$ cat config.mk
export PLATFORM = sky130hd
export DESIGN_NAME = lstm_seq_cell
export DESIGN_NICKNAME = d
export VERILOG_FILES = /design/src/rtl/lstm_pkg.sv /design/src/rtl/lstm_mac.sv /design/src/rtl/lstm_seq_cell.sv
export SDC_FILE = /design/constraint.sdc
export NUM_CORES = 2
export LEC_CHECK = 0
export ABC_AREA = 0
export BUFFER_PORTS_ARGS = -buffer_cell sky130_fd_sc_hd__buf_4
export CAP_MARGIN = 20
export CORE_AREA = 4 4 509 511
export CTS_CLUSTER_DIAMETER = 30
export CTS_CLUSTER_SIZE = 14
export DETAILED_ROUTE_END_ITERATION = 12
export DIE_AREA = 0 0 513 515
export PLACE_DENSITY_LB_ADDON = 0.05
export SLEW_MARGIN = 20
export SYNTH_ARGS = -nofsm -noshare
export SYNTH_HDL_FRONTEND = slang
export SYNTH_HIERARCHICAL = 1
export SYNTH_SLANG_ARGS = --single-unit
$ cat constraint.sdc
create_clock -name clk -period 24.8 [get_ports clk]
set_input_delay 6.2 -clock clk [delete_from_list [all_inputs] [get_ports clk]]
set_output_delay 6.2 -clock clk [all_outputs]
set_load 0.01 [all_outputs]
$ cat src/rtl/lstm_pkg.sv
// lstm_pkg: gate indices, FSM encoding and fixed-point helpers for lstm_seq_cell.
package lstm_pkg;

    localparam int GATE_I = 0;
    localparam int GATE_F = 1;
    localparam int GATE_G = 2;
    localparam int GATE_O = 3;

    typedef enum logic [1:0] {
        ST_IDLE   = 2'd0,
        ST_GATE   = 2'd1,
        ST_UPDATE = 2'd2,
        ST_OUT    = 2'd3
    } lstm_state_e;

    function automatic longint sat(input longint v, input int width);
        longint hi;
        longint lo;
        hi = (longint'(1) <<< (width - 1)) - 1;
        lo = -(longint'(1) <<< (width - 1));
        if (v > hi) return hi;
        if (v < lo) return lo;
        return v;
    endfunction

    function automatic logic sat_hit(input longint v, input int width);
        return sat(v, width) != v;
    endfunction

    // clamp(pre/4 + 0.5, 0, 1.0); the divide is a floor shift
    function automatic longint hard_sigmoid(input longint pre, input int frac);
        longint one;
        longint v;
        one = longint'(1) <<< frac;
        v = (pre >>> 2) + (one >>> 1);
        if (v < 0) return 0;
        if (v > one) return one;
        return v;
    endfunction

    function automatic longint hard_tanh(input longint pre, input int frac);
        longint one;
        one = longint'(1) <<< frac;
        if (pre > one) return one;
        if (pre < -one) return -one;
        return pre;
    endfunction

endpackage

$ cat src/rtl/lstm_mac.sv
// lstm_mac: combinational a*b>>>FRAC + addend, saturated to WIDTH.
// The clamp indicator port exists only with LSTM_SAT_FLAG_EN.
module lstm_mac
    import lstm_pkg::*;
#(
    parameter int WIDTH = 16,
    parameter int FRAC  = 12
) (
    input  logic signed [WIDTH-1:0] a,
    input  logic signed [WIDTH-1:0] b,
    input  logic signed [WIDTH+3:0] addend,
    output logic signed [WIDTH-1:0] y
`ifdef LSTM_SAT_FLAG_EN
    ,
    output logic                    clamped
`endif
);

    localparam int AW = WIDTH + 4;

    logic signed [2*WIDTH-1:0] prod;
    logic signed [AW-1:0]      acc;

    assign prod = a * b;
    assign acc  = AW'(prod >>> FRAC) + addend;
    assign y    = WIDTH'(sat(longint'(acc), WIDTH));

`ifdef LSTM_SAT_FLAG_EN
    assign clamped = sat_hit(longint'(acc), WIDTH);
`endif

endmodule

$ cat src/rtl/lstm_seq_cell.sv
// lstm_seq_cell: sequence-aware LSTM cell, one shared MAC over all gates/units.
// LSTM_SAT_FLAG_EN adds the sat_err output.
module lstm_seq_cell
    import lstm_pkg::*;
#(
    parameter int WIDTH  = 16,
    parameter int FRAC   = 12,
    parameter int HIDDEN = 4
) (
    input  logic                       clk,
    input  logic                       rst,
    input  logic [HIDDEN*4*WIDTH-1:0]  weight_x,
    input  logic [HIDDEN*4*WIDTH-1:0]  weight_h,
    input  logic [HIDDEN*4*WIDTH-1:0]  bias_x,
    input  logic [HIDDEN*4*WIDTH-1:0]  bias_h,
    input  logic [HIDDEN*WIDTH-1:0]    C_in,
    input  logic [HIDDEN*WIDTH-1:0]    h_in,
    input  logic [WIDTH-1:0]           x_in,
    input  logic                       x_start,
    input  logic                       x_valid,
    output logic                       x_ready,
    output logic [HIDDEN*WIDTH-1:0]    y_out,
    output logic [HIDDEN*WIDTH-1:0]    C_out,
    output logic                       y_valid,
    input  logic                       y_ready
`ifdef LSTM_SAT_FLAG_EN
    ,
    output logic                       sat_err
`endif
);

    localparam int AW = WIDTH + 4;
    localparam int UW = (HIDDEN > 1) ? $clog2(HIDDEN) : 1;
    localparam logic [UW-1:0] U_LAST = UW'(HIDDEN - 1);

    localparam logic [1:0] S_IDLE   = ST_IDLE;
    localparam logic [1:0] S_GATE   = ST_GATE;
    localparam logic [1:0] S_UPDATE = ST_UPDATE;
    localparam logic [1:0] S_OUT    = ST_OUT;

    localparam logic [1:0] KI = 2'(GATE_I);
    localparam logic [1:0] KF = 2'(GATE_F);
    localparam logic [1:0] KG = 2'(GATE_G);
    localparam logic [1:0] KO = 2'(GATE_O);

    typedef logic signed [WIDTH-1:0] word_t;

    word_t wx [HIDDEN][4];
    word_t wh [HIDDEN][4];
    word_t bx [HIDDEN][4];
    word_t bh [HIDDEN][4];
    word_t c0 [HIDDEN];
    word_t h0 [HIDDEN];

    for (genvar u = 0; u < HIDDEN; u++) begin : g_unit
        for (genvar k = 0; k < 4; k++) begin : g_gate
            localparam int B = (u * 4 + k) * WIDTH;
            assign wx[u][k] = weight_x[B +: WIDTH];
            assign wh[u][k] = weight_h[B +: WIDTH];
            assign bx[u][k] = bias_x[B +: WIDTH];
            assign bh[u][k] = bias_h[B +: WIDTH];
        end
        assign c0[u] = C_in[u*WIDTH +: WIDTH];
        assign h0[u] = h_in[u*WIDTH +: WIDTH];
    end

    logic [1:0]      state;
    logic [UW-1:0]   unit;
    logic [1:0]      gate;
    word_t           x_q;
    word_t           c_q [HIDDEN];
    word_t           h_q [HIDDEN];
    word_t           gate_q [HIDDEN][4];

    word_t                     mac_a;
    word_t                     mac_b;
    word_t                     mac_y;
    word_t                     act;
    word_t                     c_tanh;
    word_t                     h_new;
    logic signed [AW-1:0]      mac_add;
    logic signed [2*WIDTH-1:0] rec_prod;
    logic signed [2*WIDTH-1:0] ig_prod;
    logic signed [2*WIDTH-1:0] h_prod;

    assign rec_prod = wh[unit][gate] * h_q[unit];
    assign ig_prod  = gate_q[unit][KI] * gate_q[unit][KG];

    // GATE: wx*x + (wh*h + biases); UPDATE: f*c + (i*g)
    always_comb begin
        mac_a   = wx[unit][gate];
        mac_b   = x_q;
        mac_add = AW'(rec_prod >>> FRAC) + AW'(bx[unit][gate])
                + AW'(bh[unit][gate]);
        if (state == S_UPDATE) begin
            mac_a   = gate_q[unit][KF];
            mac_b   = c_q[unit];
            mac_add = AW'(ig_prod >>> FRAC);
        end
    end

`ifdef LSTM_SAT_FLAG_EN
    logic mac_clamped;
    logic h_clamped;
`endif

    lstm_mac #(
        .WIDTH (WIDTH),
        .FRAC  (FRAC)
    ) u_mac (
        .a      (mac_a),
        .b      (mac_b),
        .addend (mac_add),
        .y      (mac_y)
`ifdef LSTM_SAT_FLAG_EN
        ,
        .clamped(mac_clamped)
`endif
    );

    assign act = (gate == KG) ? WIDTH'(hard_tanh(longint'(mac_y), FRAC))
                              : WIDTH'(hard_sigmoid(longint'(mac_y), FRAC));

    assign c_tanh = WIDTH'(hard_tanh(longint'(mac_y), FRAC));
    assign h_prod = gate_q[unit][KO] * c_tanh;
    assign h_new  = WIDTH'(sat(longint'(h_prod >>> FRAC), WIDTH));

    assign x_ready = rst && (state == S_IDLE);
    assign y_valid = (state == S_OUT);

    always_ff @(posedge clk) begin
        if (!rst) begin
            state <= S_IDLE;
            unit  <= '0;
            gate  <= '0;
            x_q   <= '0;
            y_out <= '0;
            C_out <= '0;
            for (int u = 0; u < HIDDEN; u++) begin
                c_q[u] <= '0;
                h_q[u] <= '0;
                for (int k = 0; k < 4; k++) gate_q[u][k] <= '0;
            end
        end else begin
            case (state)
                S_IDLE: begin
                    if (x_valid) begin
                        x_q   <= x_in;
                        unit  <= '0;
                        gate  <= '0;
                        state <= S_GATE;
                        if (x_start) begin
                            for (int u = 0; u < HIDDEN; u++) begin
                                c_q[u] <= c0[u];
                                h_q[u] <= h0[u];
                            end
                        end
                    end
                end
                S_GATE: begin
                    gate_q[unit][gate] <= act;
                    gate <= gate + 1'b1;
                    if (gate == 2'd3) begin
                        if (unit == U_LAST) begin
                            unit  <= '0;
                            state <= S_UPDATE;
                        end else begin
                            unit <= unit + 1'b1;
                        end
                    end
                end
                S_UPDATE: begin
                    c_q[unit] <= mac_y;
                    h_q[unit] <= h_new;
                    for (int u = 0; u < HIDDEN; u++) begin
                        if (unit == UW'(u)) begin
                            y_out[u*WIDTH +: WIDTH] <= h_new;
                            C_out[u*WIDTH +: WIDTH] <= mac_y;
                        end
                    end
                    if (unit == U_LAST) begin
                        unit  <= '0;
                        state <= S_OUT;
                    end else begin
                        unit <= unit + 1'b1;
                    end
                end
                S_OUT: begin
                    if (y_ready) state <= S_IDLE;
                end
                default: state <= S_IDLE;
            endcase
        end
    end

`ifdef LSTM_SAT_FLAG_EN
    assign h_clamped = sat_hit(longint'(h_prod >>> FRAC), WIDTH);

    always_ff @(posedge clk) begin
        if (!rst) begin
            sat_err <= 1'b0;
        end else if (x_valid && x_ready) begin
            sat_err <= 1'b0;
        end else if (state == S_GATE) begin
            sat_err <= sat_err | mac_clamped;
        end else if (state == S_UPDATE) begin
            sat_err <= sat_err | mac_clamped | h_clamped;
        end
    end
`endif

endmodule

# Word-level counts from Yosys, hierarchy flattened
# Memories as Yosys holds them, arrays and structs flattened. A register that Yosys moved wholly into a read port is not among the register bits.
# Cells that the tools add are included.
[word_totals]
register_bits = 150
mem_bits_rw = 384
out_inout_bits = 130
elab_cells = 179
n_memories = 3
[classes]
n_addsub = 6
mul = 4
magnitude_cmp = 11
eq_ne = 13
n_mux = 103
n_bitwise = 10
n_reduce_logical = 17
[mem_list]
columns = ["memory", "words", "width", "read_ports", "rd_ports_with_merged_regs", "write_ports", "line", "rtl"]
rows = [
  ["gate_q", 4, 64, 1, 1, 4, "lstm_seq_cell.sv:73", "word_t gate_q [HIDDEN][4];"],
  ["c_q", 4, 16, 1, 1, 4, "lstm_seq_cell.sv:71", "word_t c_q [HIDDEN];"],
  ["h_q", 4, 16, 1, 1, 4, "lstm_seq_cell.sv:72", "word_t h_q [HIDDEN];"],
]
[ops]
columns = ["cell", "n"]
rows = [
  ["$mux W64", 11],
  ["$mux W16", 33],
  ["$bmux W64 S2", 4],
  ["$bmux W16 S2", 4],
  ["$mul A16 B16 Y32", 4],
  ["$reduce_or A64 Y1", 1],
  ["$add A20 B16 Y20", 2],
  ["$gt A20 B16 Y1 const B", 2],
  ["$lt A20 B16 Y1 const B", 2],
  ["$mux W2", 17],
  ["$demux W16 S2", 1],
  ["$reduce_or A16 Y1", 2],
  ["$mux W15", 2],
  ["$mux W13", 2],
  ["$mux W1", 25],
  ["$add A20 B20 Y20", 1],
  ["$mux W20", 1],
  ["$gt A16 B14 Y1 const B", 1],
  ["$lt A16 B13 Y1 const B", 1],
  ["$add A14 B13 Y15 const B", 1],
  ["$gt A15 B14 Y1 const B", 1],
  ["$lt A15 B1 Y1 const B", 1],
  ["$eq A2 B2 Y1 const B", 6],
  ["$reduce_and A2 Y1", 6],
  ["17 further kinds", 33],
]

# Depth between registers and ports, before layout
[depth]
word_depth = 29
depth_mapped = 93

# Modules after synthesis
# The synthesis kept the hierarchy.
[by_module_without_submodules]
columns = ["mod", "instances", "cells_each", "area_per_inst_um2"]
rows = [
  ["lstm_seq_cell", 1, 5571, 60299.1],
  ["lstm_mac", 1, 1208, 10677.7],
]

# Worst setup path before layout
# No wires, ideal clock.
[synth_timing]
path_type = "in2reg"
from = "input port weight_h[228]"
to = "memory h_q[3][14] in the netlist's numbering, data pin"
setup_ns = 0.261
arrival_ns = 24.578
required_time_ns = 24.539
path_slack_ns = -0.039
path_stages = 72
path_buffers = 7
path_cell_list = "mux4_2 -> mux4_2 -> clkbuf_1 -> inv_1 -> nor2_1 -> fa_1 -> inv_1 -> fa_1 -> fa_1 -> fa_1 -> inv_1 -> fa_1 -> inv_1 -> fa_1 -> inv_1 -> ha_1 -> a21o_1 -> a21o_1 -> [... 36 more ...] -> clkbuf_1 -> nand3_1 -> fa_1 -> inv_1 -> fa_1 -> inv_1 -> fa_1 -> fa_1 -> inv_1 -> fa_1 -> fa_1 -> ha_1 -> a21o_1 -> a21oi_1 -> a211o_1 -> a21oi_2 -> or2_2 -> a221o_1"
[synth_rtl]
columns = ["element", "line", "rtl"]
rows = [
  ["start: declaration", "lstm_seq_cell.sv:13", "input logic [HIDDEN*4*WIDTH-1:0] weight_h,"],
  ["end: declaration", "lstm_seq_cell.sv:72", ""],
]

==> summary.md <==
| Metric | Value |
|---|---|
| Share of layout cells above drive strength 1 | 0.321 |
| Overflow after GRT | 0 |
| CTS Root Cell | clkbuf_16 |
| # fillers | 25.7k |
| Post-CTS Hold Buffers | 0 |
| Final setup fails | 0 |
| Initial antenna violation count | 98 |
| Status | completed |
| Overall routed net length | 384 mm |
| Core Area | 0.254 mm2 |
| Final worst slack | 0.558 ns |
| Mapped Avg Cell Area | 10.5 um2 |
| Post-synth EDFFs | 384 |
| Maximum number of pins on one net before global-route repair | 101 |
| Buf+Inv Stages, Crit Path | 29 |
| CP endpoint kind | register |
| Leading area contributor after synthesis | fa_1 |
| Delay-heaviest family, CP | adder cells |
| Drt first-iter violations | 4570 |
| Reg clk slew, reported paths | 0.04 ns |
| Post-DR wirelength/cell | 32.0 um |
| Post-synthesis mux area share | 0.136 |
| Area Growth Syn to Fin | 33.4% |
| RD Place Congestion | 0.971 |
| Multi-input gate area | 0.0507 mm2 |
| Crit-path slowest cell | mux4_2 |
| Max Cap Violations | 0 |
| Critical Path Source Type | input pin |
| Class of the worst hold path | reg2reg |
| Relative slew margins | 0.188 |
| DRT antenna net count | 0 |
| Die Y | 515 um |
| Syn nets | 9385 |
| Util after Layout | 0.373 |
| TritonRoute pass-1 iters | 6 |
| Largest family of logic cells by synthesized area | adder cells |
| Vias per cell | 4.89 |
| Register area | 0.0146 mm2 |
| Delay of the slowest cell on the worst path | 0.58 ns |
| Nets | 11.1k |
| I/O Buffers | 1302 |
| Fmax | 41.3 MHz |
| Final Instance Area | 0.0947 mm2 |
| # rows | 185 |
| First-pass GRT wire length | 522 mm |
| Placed inst area | 0.0880 mm2 |
| Synth area leaders | fa_1, edfxtp_1, mux4_2 |
| Vias in the first global route | 62.3k |
| DR vias | 58.7k |
| Post-synth ARST share | 0 |
| Chip width | 513 um |
| Starting Density | 0.280 |
| Library cells used by synthesis | 92 |
| Total GRT Usage | 0.286 |
| Post-synthesis sequential area ratio | 0.205 |
| Maximum clock path buffer count | 3 |
| Crit path time final | 24.24 ns |
| Worst-margin pin slew | 1.21 ns |
| Worst setup path class | in2reg |
| Worst Path Arrival | 24.72 ns |
| TritonCTS Buffers | 149 |
| Complex-gate fraction of the synthesized area | 0.0684 |
| Post-Synth Adder-Cell Area | 0.365 |
| Final Hold Viols | 0 |
| FF+latch count, synth | 536 |
| Cell mode on critical path | fa_1 |
| TNS Setup | 0 ns |
| Critical path data required time | 25.28 ns |
| I/O pins | 1303 |
| Post-Synth Simple-Gate Area | 0.118 |
| Top_reg_cell synth | edfxtp_1 |
| CP max FO | 9 |
| Clock insertion delay at the later pin of the skew report | 0.77 ns |
| DR DRC count | 0 |
| TritonCTS clock tree | done |
| Max-slew violations | 0 |
| Warning count from the yosys run | 6 |
| CTS H-tree depth | 4 |
| Die Footprint | 0.264 mm2 |
| XOR/XNOR Fraction of Synth Area | 0.0172 |
| Clk sinks | 536 |
| Yosys top cell area share | 0.300 |
| Post-synthesis cell area | 0.0710 mm2 |
| Setup Skew | 0.0613 ns |
| Cells after Synth | 6779 |
| Fin crit share | 0.977 |
| Pre-CTS WS | -0.856 ns |
| Final HPWL DP | 323 mm |
[cells in the final DEF (no fill, tap or decap), types with 36 or more instances in the layout]
cell | Yosys | final
diode_2 | 0 | 71
inv_1 | 1291 | 1280
edfxtp_1 | 384 | 384
mux2i_1 | 36 | 36
and2_1 | 197 | 188
xnor2_1 | 101 | 99
ha_1 | 368 | 355
o21ai_0 | 76 | 67
nand3_1 | 38 | 36
mux2_2 | 48 | 48
clkbuf_16 | 0 | 155
nor2b_1 | 51 | 50
fa_1 | 1065 | 1058
nor2_1 | 599 | 591
a21oi_1 | 89 | 74
nand2b_1 | 40 | 40
o211ai_1 | 99 | 99
buf_12 | 0 | 43
mux4_2 | 388 | 388
nand2_1 | 821 | 811
buf_4 | 2 | 1804
a22o_1 | 116 | 116
a21o_1 | 45 | 45
xor2_1 | 38 | 37
dfxtp_1 | 152 | 146
[sequential cells by signal, summed over array words and instances, names as in the netlist, named ones only]
name / count
gate_q: 256
C_out: 64
c_q: 64
h_q: 64
y_out: 64
x_q: 16
gate: 2
state: 2
unit: 2
[per-layer routing]
metal	wire length (um)	track usage	up-vias
met2	182000	0.467	2124
met1	163000	0.379	30600
met5	261	0	-
li1	-	-	25600
met3	27900	0.0688	359
met4	10500	0.0749	40
[per-stage QoR]
stage	hold slack (ns)	cells
2_1_floorplan	0.441	6779
3_3_place_gp	0.438	11600
3_5_place_dp	0.451	11600
4_1_cts	0.465	11900
5_1_grt	0.482	12000
6_report	0.460	12000
[tightest hold or removal path, stage by stage, from the launching register on]
cell	delay (ns)
dfxtp_1	0.30
nand2_1	0.04
a21boi_0	0.06
[layout make-up]
cell class / count / share of cell area
multi-input cells: 4585 / 0.535
inverters: 1295 / 0.0515
diodes: 71 / 0.00188
well taps: 3366 / 0.0445
clock inverters: 101 / 0.0140
flip-flops and latches: 536 / 0.154
clock buffers: 176 / 0.0414
repair buffers: 1882 / 0.157
[final timing paths]
check / start / end / slack, ns / cells past startpoint
max: weight_h[231] / h_q[2][4] / 0.56 / 86
min: x_q[11] / x_q[11] / 0.46 / 2
max reg2reg: unit[0] / h_q[2][4] / 4.33 / 87
min reg2reg: x_q[11] / x_q[11] / 0.46 / 2
[timing repair]
item                       in CTS  in global routing
pin swaps                       0                 84
cloned                          0                  8
buffers inserted                0                 42
setup endpoints to repair     106                128
resized for setup               2                148
[logic make-up after synthesis]
kind of cell	after synthesis
simple gates	1891
buf+inv	1658
fa+ha+maj	1433
compound gates	649
flops	536
mux	473
xor+xnor	139
[Yosys cell counts (38+ instances only)]
master	n
nor2b_1	51
a21oi_1	89
xor2_1	38
edfxtp_1	384
a21o_1	45
nand2_1	821
and2_1	197
clkbuf_1	282
nand2b_1	40
nand3_1	38
nor2_1	599
dfxtp_1	152
mux2_2	48
mux4_2	388
xnor2_1	101
fa_1	1065
inv_1	1291
o211ai_1	99
a22o_1	116
o21ai_0	76
ha_1	368
Power is left out: the tool's default activity adds up to more than one toggle a clock period on the data nets, which glitch-free logic cannot reach.
